**src/rtl/fp_pkg.sv**
```systemverilog
// Shared types and constants for the fingerprint match engine.
package fp_pkg;

  // Controller states: one pass is RUN then DRAIN; a dual compare inserts SWITCH between passes.
  typedef enum logic [2:0] {
    ST_IDLE   = 3'd0,
    ST_RUN    = 3'd1,
    ST_DRAIN  = 3'd2,
    ST_SWITCH = 3'd3,
    ST_DONE   = 3'd4,
    ST_HOLD   = 3'd5
  } fp_state_e;

  // fp_start command encodings.
  localparam logic [1:0] CMD_NONE = 2'b00;
  localparam logic [1:0] CMD_T0   = 2'b01;
  localparam logic [1:0] CMD_T1   = 2'b10;
  localparam logic [1:0] CMD_BOTH = 2'b11;

  // Default geometry: 64x64 binarized image, 8 pixels per RAM word.
  localparam int DEF_DATA_W   = 8;
  localparam int DEF_WORDS    = 512;
  localparam int DEF_ADDR_W   = 9;
  localparam int DEF_MATCH_TH = 1024;

  // Width needed to hold a score of every pixel overlapping (WORDS*DATA_W).
  function automatic int score_width(input int words, input int data_w);
    return $clog2(words * data_w + 1);
  endfunction

  localparam int DEF_SCORE_W = score_width(DEF_WORDS, DEF_DATA_W);

endpackage

```
**src/rtl/fp_match_engine_if.sv**
```systemverilog
// Command, RAM read and result signals of the match engine.
interface fp_match_engine_if
  import fp_pkg::*;
#(
  parameter int DATA_W  = DEF_DATA_W,
  parameter int ADDR_W  = DEF_ADDR_W,
  parameter int SCORE_W = DEF_SCORE_W
);

  logic [1:0]         fp_start;
  logic               fp_state;
  logic               tpl_sel;
  logic [ADDR_W-1:0]  tpl_addr;
  logic [DATA_W-1:0]  tpl_rdata;
  logic [ADDR_W-1:0]  probe_addr;
  logic [DATA_W-1:0]  probe_rdata;
  logic [SCORE_W-1:0] score;
  logic               match_idx;
  logic               match;
  logic               done;

  // Command source, image RAMs and result display side.
  modport master (
    output fp_start, tpl_rdata, probe_rdata,
    input  fp_state, tpl_sel, tpl_addr, probe_addr, score, match_idx, match, done
  );

  // The match engine itself.
  modport slave (
    input  fp_start, tpl_rdata, probe_rdata,
    output fp_state, tpl_sel, tpl_addr, probe_addr, score, match_idx, match, done
  );

endinterface

```
**src/rtl/fp_popcount.sv**
```systemverilog
// Combinational population count built as a balanced binary adder tree.
module fp_popcount #(
  parameter int DATA_W = 8,
  parameter int CNT_W  = $clog2(DATA_W + 1)
) (
  input  logic [DATA_W-1:0] data,
  output logic [CNT_W-1:0]  count
);

  // Leaves are padded to a power of two so the tree is a simple heap:
  // node k sums nodes 2k and 2k+1, node 1 is the root.
  localparam int LEAVES = 1 << $clog2(DATA_W);

  logic [CNT_W-1:0] node [1:2*LEAVES-1];

  for (genvar gi = 0; gi < LEAVES; gi++) begin : g_leaf
    if (gi < DATA_W) begin : g_bit
      assign node[LEAVES+gi] = CNT_W'(data[gi]);
    end else begin : g_pad
      assign node[LEAVES+gi] = '0;
    end
  end

  for (genvar gi = 1; gi < LEAVES; gi++) begin : g_sum
    assign node[gi] = node[2*gi] + node[2*gi+1];
  end

  assign count = node[1];

endmodule

```
**src/rtl/fp_match_engine.sv**
```systemverilog
// Streams a template and the probe image from synchronous RAMs, popcounts the
// overlapping ridge pixels and reports the (best) score and match decision.
module fp_match_engine
  import fp_pkg::*;
#(
  parameter int DATA_W   = DEF_DATA_W,
  parameter int WORDS    = DEF_WORDS,
  parameter int ADDR_W   = DEF_ADDR_W,
  parameter int MATCH_TH = DEF_MATCH_TH,
  parameter int SCORE_W  = score_width(WORDS, DATA_W)
) (
  input logic          clk,
  input logic          rst_n,
  fp_match_engine_if.slave bus
);

  localparam int                CNT_W     = $clog2(DATA_W + 1);
  localparam logic [ADDR_W-1:0] LAST_ADDR = ADDR_W'(WORDS - 1);
  // One extra bit so a threshold above the largest score never matches.
  localparam logic [SCORE_W:0]  THRESH    = (SCORE_W + 1)'(MATCH_TH);

  fp_state_e          state_q, state_d;
  logic [1:0]         cmd_q, cmd_d;
  logic               tpl_sel_q, tpl_sel_d;
  logic [ADDR_W-1:0]  addr_q, addr_d;
  logic               pass_q, pass_d;      // 0: first pass, 1: second pass of a dual compare
  logic               drain_q, drain_d;    // second DRAIN cycle marker
  logic               v1_q, v1_d;          // RAM data valid this cycle
  logic               v2_q, v2_d;          // popcount register valid this cycle
  logic [CNT_W-1:0]   pc_q, pc_d;
  logic [SCORE_W-1:0] acc_q, acc_d;
  logic [SCORE_W-1:0] score0_q, score0_d;
  logic [SCORE_W-1:0] score_q, score_d;
  logic               match_idx_q, match_idx_d;
  logic               match_q, match_d;
  logic               done_q, done_d;
  logic               fp_state_q, fp_state_d;

  logic [DATA_W-1:0]  overlap_w;
  logic [CNT_W-1:0]   pc_w;
  logic [SCORE_W-1:0] result_w;
  logic               result_idx_w;

  // Ridge pixels present in both images for the word currently on the RAM outputs.
  assign overlap_w = bus.tpl_rdata & bus.probe_rdata;

  fp_popcount #(
    .DATA_W (DATA_W),
    .CNT_W  (CNT_W)
  ) u_popcount (
    .data  (overlap_w),
    .count (pc_w)
  );

  // State register and all datapath flops; reset discards any partial pass.
  always_ff @(posedge clk) begin
    if (!rst_n) begin
      state_q     <= ST_IDLE;
      cmd_q       <= CMD_NONE;
      tpl_sel_q   <= 1'b0;
      addr_q      <= '0;
      pass_q      <= 1'b0;
      drain_q     <= 1'b0;
      v1_q        <= 1'b0;
      v2_q        <= 1'b0;
      pc_q        <= '0;
      acc_q       <= '0;
      score0_q    <= '0;
      score_q     <= '0;
      match_idx_q <= 1'b0;
      match_q     <= 1'b0;
      done_q      <= 1'b0;
      fp_state_q  <= 1'b0;
    end else begin
      state_q     <= state_d;
      cmd_q       <= cmd_d;
      tpl_sel_q   <= tpl_sel_d;
      addr_q      <= addr_d;
      pass_q      <= pass_d;
      drain_q     <= drain_d;
      v1_q        <= v1_d;
      v2_q        <= v2_d;
      pc_q        <= pc_d;
      acc_q       <= acc_d;
      score0_q    <= score0_d;
      score_q     <= score_d;
      match_idx_q <= match_idx_d;
      match_q     <= match_d;
      done_q      <= done_d;
      fp_state_q  <= fp_state_d;
    end
  end

  // Next-state logic; fp_start is only looked at in IDLE and HOLD.
  always_comb begin
    state_d = state_q;
    unique case (state_q)
      ST_IDLE:   if (bus.fp_start != CMD_NONE) state_d = ST_RUN;
      ST_RUN:    if (addr_q == LAST_ADDR) state_d = ST_DRAIN;
      ST_DRAIN:  if (drain_q) state_d = (cmd_q == CMD_BOTH && !pass_q) ? ST_SWITCH : ST_DONE;
      ST_SWITCH: state_d = ST_RUN;
      ST_DONE:   state_d = ST_HOLD;
      ST_HOLD:   if (bus.fp_start == CMD_NONE) state_d = ST_IDLE;
      default:   state_d = ST_IDLE;
    endcase
  end

  // Result selection: a dual compare keeps template 0 on a tie.
  always_comb begin
    result_w     = acc_q;
    result_idx_w = tpl_sel_q;
    if (cmd_q == CMD_BOTH) begin
      if (acc_q > score0_q) begin
        result_w     = acc_q;
        result_idx_w = 1'b1;
      end else begin
        result_w     = score0_q;
        result_idx_w = 1'b0;
      end
    end
  end

  // Output and datapath updates per state, plus the free-running read pipeline.
  always_comb begin
    cmd_d       = cmd_q;
    tpl_sel_d   = tpl_sel_q;
    addr_d      = addr_q;
    pass_d      = pass_q;
    drain_d     = 1'b0;
    score0_d    = score0_q;
    score_d     = score_q;
    match_idx_d = match_idx_q;
    match_d     = match_q;
    done_d      = 1'b0;
    fp_state_d  = fp_state_q;
    // Each RUN cycle issues one address; its data arrives next cycle and is
    // popcounted into pc_q, which is added to the accumulator one cycle later.
    v1_d        = (state_q == ST_RUN);
    v2_d        = v1_q;
    pc_d        = pc_w;
    acc_d       = v2_q ? (acc_q + SCORE_W'(pc_q)) : acc_q;

    unique case (state_q)
      ST_IDLE: begin
        if (bus.fp_start != CMD_NONE) begin
          cmd_d      = bus.fp_start;
          tpl_sel_d  = (bus.fp_start == CMD_T1);
          acc_d      = '0;
          addr_d     = '0;
          pass_d     = 1'b0;
          fp_state_d = 1'b1;
        end
      end
      ST_RUN: begin
        if (addr_q != LAST_ADDR) addr_d = addr_q + 1'b1;
      end
      ST_DRAIN: begin
        drain_d = ~drain_q;
      end
      ST_SWITCH: begin
        score0_d  = acc_q;
        acc_d     = '0;
        tpl_sel_d = 1'b1;
        addr_d    = '0;
        pass_d    = 1'b1;
      end
      ST_DONE: begin
        score_d     = result_w;
        match_idx_d = result_idx_w;
        match_d     = ({1'b0, result_w} >= THRESH);
        done_d      = 1'b1;
      end
      ST_HOLD: begin
        fp_state_d = 1'b0;
      end
      default: ;
    endcase
  end

  assign bus.fp_state   = fp_state_q;
  assign bus.tpl_sel    = tpl_sel_q;
  assign bus.tpl_addr   = addr_q;
  assign bus.probe_addr = addr_q;
  assign bus.score      = score_q;
  assign bus.match_idx  = match_idx_q;
  assign bus.match      = match_q;
  assign bus.done       = done_q;

endmodule

```
**src/flat_wrapper.sv**
```systemverilog
// flat-port wrapper written by rule: the top's interface ports become plain ports
module fp_match_engine_flat import fp_pkg::*;
#(
  parameter int DATA_W   = DEF_DATA_W,
  parameter int WORDS    = DEF_WORDS,
  parameter int ADDR_W   = DEF_ADDR_W,
  parameter int MATCH_TH = DEF_MATCH_TH,
  parameter int SCORE_W  = score_width(WORDS, DATA_W)
)
  (clk, rst_n, bus_fp_start, bus_tpl_rdata, bus_probe_rdata, bus_fp_state, bus_tpl_sel, bus_tpl_addr, bus_probe_addr, bus_score, bus_match_idx, bus_match, bus_done);
  fp_match_engine_if #(.DATA_W(DATA_W), .ADDR_W(ADDR_W), .SCORE_W(SCORE_W)) bus_i ();
  input logic clk;
  input logic rst_n;
  input wire logic [$bits(bus_i.fp_start)-1:0] bus_fp_start;
  input wire logic [$bits(bus_i.tpl_rdata)-1:0] bus_tpl_rdata;
  input wire logic [$bits(bus_i.probe_rdata)-1:0] bus_probe_rdata;
  output wire logic [$bits(bus_i.fp_state)-1:0] bus_fp_state;
  output wire logic [$bits(bus_i.tpl_sel)-1:0] bus_tpl_sel;
  output wire logic [$bits(bus_i.tpl_addr)-1:0] bus_tpl_addr;
  output wire logic [$bits(bus_i.probe_addr)-1:0] bus_probe_addr;
  output wire logic [$bits(bus_i.score)-1:0] bus_score;
  output wire logic [$bits(bus_i.match_idx)-1:0] bus_match_idx;
  output wire logic [$bits(bus_i.match)-1:0] bus_match;
  output wire logic [$bits(bus_i.done)-1:0] bus_done;
  assign bus_i.fp_start = bus_fp_start;
  assign bus_i.tpl_rdata = bus_tpl_rdata;
  assign bus_i.probe_rdata = bus_probe_rdata;
  assign bus_fp_state = bus_i.fp_state;
  assign bus_tpl_sel = bus_i.tpl_sel;
  assign bus_tpl_addr = bus_i.tpl_addr;
  assign bus_probe_addr = bus_i.probe_addr;
  assign bus_score = bus_i.score;
  assign bus_match_idx = bus_i.match_idx;
  assign bus_match = bus_i.match;
  assign bus_done = bus_i.done;
  fp_match_engine #(.DATA_W(DATA_W), .WORDS(WORDS), .ADDR_W(ADDR_W), .MATCH_TH(MATCH_TH), .SCORE_W(SCORE_W)) u_core (.clk(clk), .rst_n(rst_n), .bus(bus_i));
endmodule
```
**config.mk**
```make
export PLATFORM = sky130hd
export DESIGN_NAME = fp_match_engine_flat
export DESIGN_NICKNAME = d
export VERILOG_FILES = /design/src/rtl/fp_pkg.sv /design/src/rtl/fp_match_engine_if.sv /design/src/rtl/fp_popcount.sv /design/src/rtl/fp_match_engine.sv /design/src/flat_wrapper.sv
export SDC_FILE = /design/constraint.sdc
export NUM_CORES = 1
export LEC_CHECK = 0
export ABC_AREA = 1
export CAP_MARGIN = 15
export CELL_PAD_IN_SITES_DETAIL_PLACEMENT = 0
export CELL_PAD_IN_SITES_GLOBAL_PLACEMENT = 1
export CORE_MARGIN = 1.5
export CORE_UTILIZATION = 39
export DETAILED_ROUTE_END_ITERATION = 8
export GPL_TIMING_DRIVEN = 0
export PLACE_DENSITY = 0.86
export SYNTH_ARGS = -nofsm -noshare
export SYNTH_HDL_FRONTEND = slang
export SYNTH_SLANG_ARGS = --single-unit
```
**constraint.sdc**
```tcl
create_clock -name clk -period 3.2 [get_ports clk]
set_input_delay 0.64 -clock clk [delete_from_list [all_inputs] [get_ports clk]]
set_output_delay 0.64 -clock clk [all_outputs]
set_load 0.02 [all_outputs]
```
==> qor.yml, run 1 <==
status: "complete, no violations"
antenna_found_initial: 0
grt_pass1_wl_mm: 13.58
start_kind: "input pin"
fin_nets: 598
root_buffer: "clkbuf_8"
drive_gt1_share_pct: 8.318
skew_ns: 0.01140
power.switching_mw: 0.8672
synthMuxAreaShare_pct: 0
holdWs_ns: 0.4100
synth_nets: 533
gp_congestion: 0.8462
vias: 3197
setup_ws_ns: 0.3018
hold_violations: 0
ys_warn_count: 0
power_density_mw_per_mm2: 554.6
slew_violations: 0
synth_cells: 483
cts_buffers: 9
min_to: "u_core.v2_q$_SDFF_PN0_"
die-area_sq_mm: 0.009627
post-route-min-period_ns: 2.898
clock_path_buffers: 2
r2r_start: "u_core.acc_q[8]$_SDFF_PN0_"
ir_drop_v: 0.0001849
synth_top_family_by_area: "simple AND/OR/NAND/NOR gates"
crit_type: "in -> reg"
die_h_um: 98.12
synth_ff_type: "dfxtp_1"
ff2ff_path_depth: 10
power.total_mw: 2.440
internal_power_mw: 1.573
grt-ovfl-total: 0
synth-edff-count: 0
reg2reg_slack_ns: 1.26
layout.cells.most_common_list: "107 x nand2_1, 67 x inv_1, 66 x dfxtp_1, 54 x clkdlybuf4s50_1, 47 x a21oi_1"
p_seq_share_pct: 39.5
synthXorXnorAreaFrac_pct: 2.482
switching_share_pct: 35.55
dr.pass1.iters: 4
hold_buffers: 0
synth-seq-cells: 66
first_iter_violations: 129
initial_utilization_pct: 40.26
port_buffers: 54
setup_tns_ns: 0
rsz0062_at_grt: "no"
ys_seq_area_share_pct: 37.45
antenna_left: 0
cts_resized: 0
worstMarginPinSlew_ns: 0.5109
finalCritPeriodShare_pct: 90.57
cp-end-kind: "flip-flop"
num_antenna_cells: 0
synthSimpleGateAreaFrac_pct: 25.85
post_cts_buffers: 0
required_ns: 3.49
clock.fmax_mhz: 345.0
viasPerCell: 4.837
power.combinational.fraction_pct: 31.5
place_ws_ns: -0.08101
min_from: "u_core.v1_q$_SDFF_PN0_"
track_usage_pct: 17.45
final_cells: 661
fp.dieW_um: 98.12
totalWireLength_mm: 7.963
drc: 0
io-pin-count: 56
final_common_cell: "nand2_1"
grt_max_degree: 12
relSlewSlack_pct: 65.94
num_rows: 34
async_reset_ff_share_pct: 0
worst-path-max-fanout: 1
reg2reg_to: "u_core.bus.score[5]$_SDFFE_PN0P_"
synthesis.area_sq_mm: 0.003528
power.leakage_nw: 1.922
crit_arrival_ns: 3.19
holdPathStages: 2
routedWlPerCell_um: 12.05
synth_compound_area_share_pct: 11.17
postSynthAreaPerCell_sq_um: 7.305
core_area_sq_mm: 0.008763
htreeDepth: 3
setup-violations-final: 0
dp.cells: 645
synthAdderAreaFrac_pct: 11.70
hpwl_mm: 6.170
insertion_delay_ns: 0.35
synth_cell_types: 33
cts_sinks: 66
area_growth_pct: 24.68
maxCapViolations: 0
grt_pass1_vias: 3029
hp-class: "reg -> reg"
cts_tree: "done"
cts.clk_slew.worst_paths_ns: 0.07
clockPowerShare_pct: 29.0
-- cells in the mapped netlist (all sizes together), types with 2 or more instances --
cell type / number / area [sq um]
nand4: 4 / 31.28
nand3: 39 / 200.2
clkbuf: 8 / 30.03
a21oi: 47 / 235.2
fa: 5 / 100.1
nor3b: 2 / 15.01
nor2: 34 / 132.6
o21ai: 23 / 115.1
nor3: 10 / 50.05
nand2: 114 / 450.4
a211oi: 3 / 22.52
or2: 3 / 18.77
buf: 16 / 111.4
inv: 69 / 259.0
ha: 25 / 312.8
dfxtp: 66 / 1321
xor2: 9 / 78.83
-- power by group through the flow --
stage	combinational (mW)	clock, mW	sequential, mW
finish	0.768	0.708	0.963
global route	0.881	0.756	0.977
CTS	0.771	0.720	0.965
detailed placement	0.767	0	0.984
global placement	0.764	0	0.980
floorplan	0.536	0	0.994
-- sequential cells by signal, summed over array words and instances (netlist names), 2 cells and up --
name	count
u_core.acc_q	13
u_core.bus.probe_addr	9
u_core.bus.score	13
u_core.cmd_q	2
u_core.pc_q	4
u_core.score0_q	13
u_core.state_q	3
-- worst max-delay path, cell delays in order --
cell	delay (ns)
clkdlybuf4s50_1	0.40
nand2_1	0.06
inv_1	0.04
ha_1	0.31
fa_1	0.45
fa_1	0.48
ha_1	0.23
fa_1	0.47
nand2_1	0.05
inv_1	0.06
-- how the worst max path moves through the flow --
stage	cells after the start	slack, ns	start	endpoint
after floorplan	9	0.44	bus_tpl_rdata[6]	u_core.pc_q[2]$_SDFF_PN0_
after global placement	10	-0.04	bus_tpl_rdata[6]	u_core.pc_q[2]$_SDFF_PN0_
after detailed placement	10	-0.08	bus_probe_rdata[6]	u_core.pc_q[2]$_SDFF_PN0_
after CTS	10	0.29	bus_probe_rdata[6]	u_core.pc_q[2]$_SDFF_PN0_
after global routing	10	0.16	bus_probe_rdata[6]	u_core.pc_q[2]$_SDFF_PN0_
final	10	0.30	bus_probe_rdata[6]	u_core.pc_q[2]$_SDFF_PN0_
-- per-stage QoR --
| stage | instance area (sq um) | util (%) |
|---|---|---|
| 6_report | 4399 | 50.20 |
| 5_1_grt | 4399 | 50.20 |
| 4_1_cts | 4399 | 50.20 |
| 3_5_place_dp | 4204 | 47.97 |
| 3_3_place_gp | 4204 | 47.97 |
| 2_1_floorplan | 3528 | - |
-- cells by family after synthesis --
kind of cell / Yosys count
AO/OA/AOI/OAI: 76
XOR/XNOR: 10
adder cells (fa/ha/maj): 30
buffers and inverters: 93
flip-flops: 66
AND/OR/NAND/NOR: 208
-- area by class of cell --
type                    count  area [sq um]
plain buffers              24         141.4
clock buffers              11         141.4
repair buffers             54         540.5
well taps                 108         135.1
fillers                   902          4364
multi-input cells         324          1807
inverters                  69         259.0
flip-flops and latches     66          1321
clock inverters             5         53.80
-- layer usage --
metal | vias to the layer above | part of all wire, % | GRT usage [%]
met3 | 12 | 4.5 | 4.080
li1 | 1670 | - | -
met5 | - | 0 | 0
met1 | 1445 | 48 | 23.03
met2 | 70 | 45 | 28.01
met4 | 0 | 1.6 | 6.044
Power figures use the tool's default switching activity.
==> run 2, diff against run 1 <==
--- a/config.mk
+++ b/config.mk
@@ -12,7 +12,7 @@
 export CORE_MARGIN = 1.5
 export CORE_UTILIZATION = 39
 export DETAILED_ROUTE_END_ITERATION = 8
-export GPL_TIMING_DRIVEN = 0
+export GPL_TIMING_DRIVEN = 1
 export PLACE_DENSITY = 0.86
 export SYNTH_ARGS = -nofsm -noshare
 export SYNTH_HDL_FRONTEND = slang
==> constraint.sdc (replaced) <==
create_clock -name clk -period 3 [get_ports clk]
set_input_delay 0.6 -clock clk [delete_from_list [all_inputs] [get_ports clk]]
set_output_delay 0.6 -clock clk [all_outputs]
set_load 0.02 [all_outputs]
==> qor.yml, run 2 (synthesis gave the netlist of run 1 again) <==
cts_resized: 0
first_iter_violations: 124
num_antenna_cells: 0
grt-ovfl-total: 0
antenna_left: 0
grt_pass1_wl_mm: 13.23
post_cts_buffers: 0
drc: 0
slowest_stage: "fa_1"
reg2reg_slack_ns: 0.81
crit_arrival_ns: 3.11
core_area_sq_mm: 0.008763
setup-violations-final: 0
r2r_start: "u_core.acc_q[7]$_SDFF_PN0_"
num_rows: 34
area_growth_pct: 22.02
final_common_cell: "nand2_1"
start_kind: "input pin"
gp_congestion: 0.8574
cp.depth: 10
crit_buf_inv: 3
finalCritPeriodShare_pct: 95.34
io-pin-count: 56
hp-class: "reg -> reg"
totalWireLength_mm: 7.774
status: "complete, no violations"
viasPerCell: 4.876
post-route-min-period_ns: 2.860
power_density_mw_per_mm2: 599.2
fin_nets: 580
ir_drop_v: 0.0002318
top_layer: "met4"
required_ns: 3.25
routedWlPerCell_um: 12.09
cts_sinks: 66
cts.clk_slew.worst_paths_ns: 0.07
hold_buffers: 0
insertion_delay_ns: 0.35
min_to: "u_core.v2_q$_SDFF_PN0_"
cts_tree: "done"
cpMostUsedCell: "fa_1"
met3WireLength_um: 349
worst-path-max-fanout: 1
holdWs_ns: 0.4339
min_from: "u_core.v1_q$_SDFF_PN0_"
port_buffers: 55
power.leakage_nw: 1.865
relSlewSlack_pct: 68.95
finish.utilization_pct: 49.13
cp_top_family: "adder cells"
rsz0062_at_grt: "no"
reg2reg_to: "u_core.bus.score[4]$_SDFFE_PN0P_"
slowest_delay_ns: 0.47
worstMarginPinSlew_ns: 0.4652
htreeDepth: 3
root_buffer: "clkbuf_8"
clock.fmax_mhz: 349.6
antenna_found_initial: 0
drive_gt1_share_pct: 6.542
grt_pass1_vias: 2928
setup_tns_ns: 0
cp_cell_sequence: "clkdlybuf4s50_1 -> nand2_1 -> inv_1 -> ha_1 -> fa_1 -> fa_1 -> ha_1 -> fa_1 -> nand2_1 -> inv_1"
power.total_mw: 2.580
wl_met2_mm: 3.592
clock_path_buffers: 2
holdPathStages: 2
die_h_um: 98.12
wirelength_met1_mm: 3.697
die-area_sq_mm: 0.009627
grt_max_degree: 31
hpwl_mm: 5.731
cp-end-kind: "flip-flop"
maxCapViolations: 0
slew_violations: 0
initial_utilization_pct: 40.26
cts_buffers: 9
skew_ns: 0.01177
crit_type: "in -> reg"
fp.dieW_um: 98.12
track_usage_pct: 16.96
dr.pass1.iters: 4
ff2ff_path_depth: 11
hold_violations: 0
layout.cells.most_common_list: "107 x nand2_1, 67 x inv_1, 66 x dfxtp_1, 55 x clkdlybuf4s50_1, 47 x a21oi_1"
vias: 3135
==> run 2: worst reg2reg max path, cell delays in order (launching register included) <==
cell and delay (ns):
dfxtp_1 0.40, ha_1 0.31, nand2_1 0.04, inv_1 0.06, nand3_1 0.07, nor2_1 0.23, nand2_1 0.13, nand2_2 0.27
nand2_2 0.26, nand2_1 0.13, nand3_1 0.11, a21oi_1 0.13
==> run 2: report_power, final <==
part | leakage, nW | switching, mW | total (mW) | internal [mW]
logic | 1.23 | 0.511 | 0.797 | 0.286
clock network | 0.103 | 0.348 | 0.751 | 0.404
registers | 0.535 | 0.0630 | 1.03 | 0.969
==> run 2: metrics by stage <==
step | setup WS (ns) | area [sq um] | std cells
floorplan | 0.2845 | 3528 | 483
global placement | -0.1691 | 4110 | 627
detailed placement | -0.2488 | 4110 | 627
CTS | 0.1141 | 4305 | 643
global route | 0.05057 | 4305 | 643
finish | 0.1399 | 4305 | 643
==> run 2: how the worst max path moves through the flow <==
stage / to / startpoint
2_1_floorplan: u_core.pc_q[2]$_SDFF_PN0_ / bus_tpl_rdata[6]
3_3_place_gp: u_core.pc_q[2]$_SDFF_PN0_ / bus_tpl_rdata[6]
3_5_place_dp: u_core.pc_q[2]$_SDFF_PN0_ / bus_tpl_rdata[6]
4_1_cts: u_core.pc_q[2]$_SDFF_PN0_ / bus_tpl_rdata[6]
5_1_grt: u_core.pc_q[2]$_SDFF_PN0_ / bus_tpl_rdata[6]
6_report: u_core.pc_q[2]$_SDFF_PN0_ / bus_tpl_rdata[6]
==> run 2: layer usage <==
layer / GRT usage [%] / up-vias
met1: 21.88 / 1418
li1: - / 1635
met5: 0 / -
met2: 27.75 / 71
met3: 3.794 / 11
met4: 6.264 / 0
==> run 2: final cells by class <==
| class | count | area [sq um] |
|---|---|---|
| Clock buffer | 11 | 141.4 |
| Fill cell | 862 | 4458 |
| Sequential cell | 66 | 1321 |
| Multi-Input combinational cell | 324 | 1807 |
| Timing Repair Buffer | 60 | 588.1 |
| Tap cell | 108 | 135.1 |
| Clock inverter | 5 | 53.80 |
| Inverter | 69 | 259.0 |
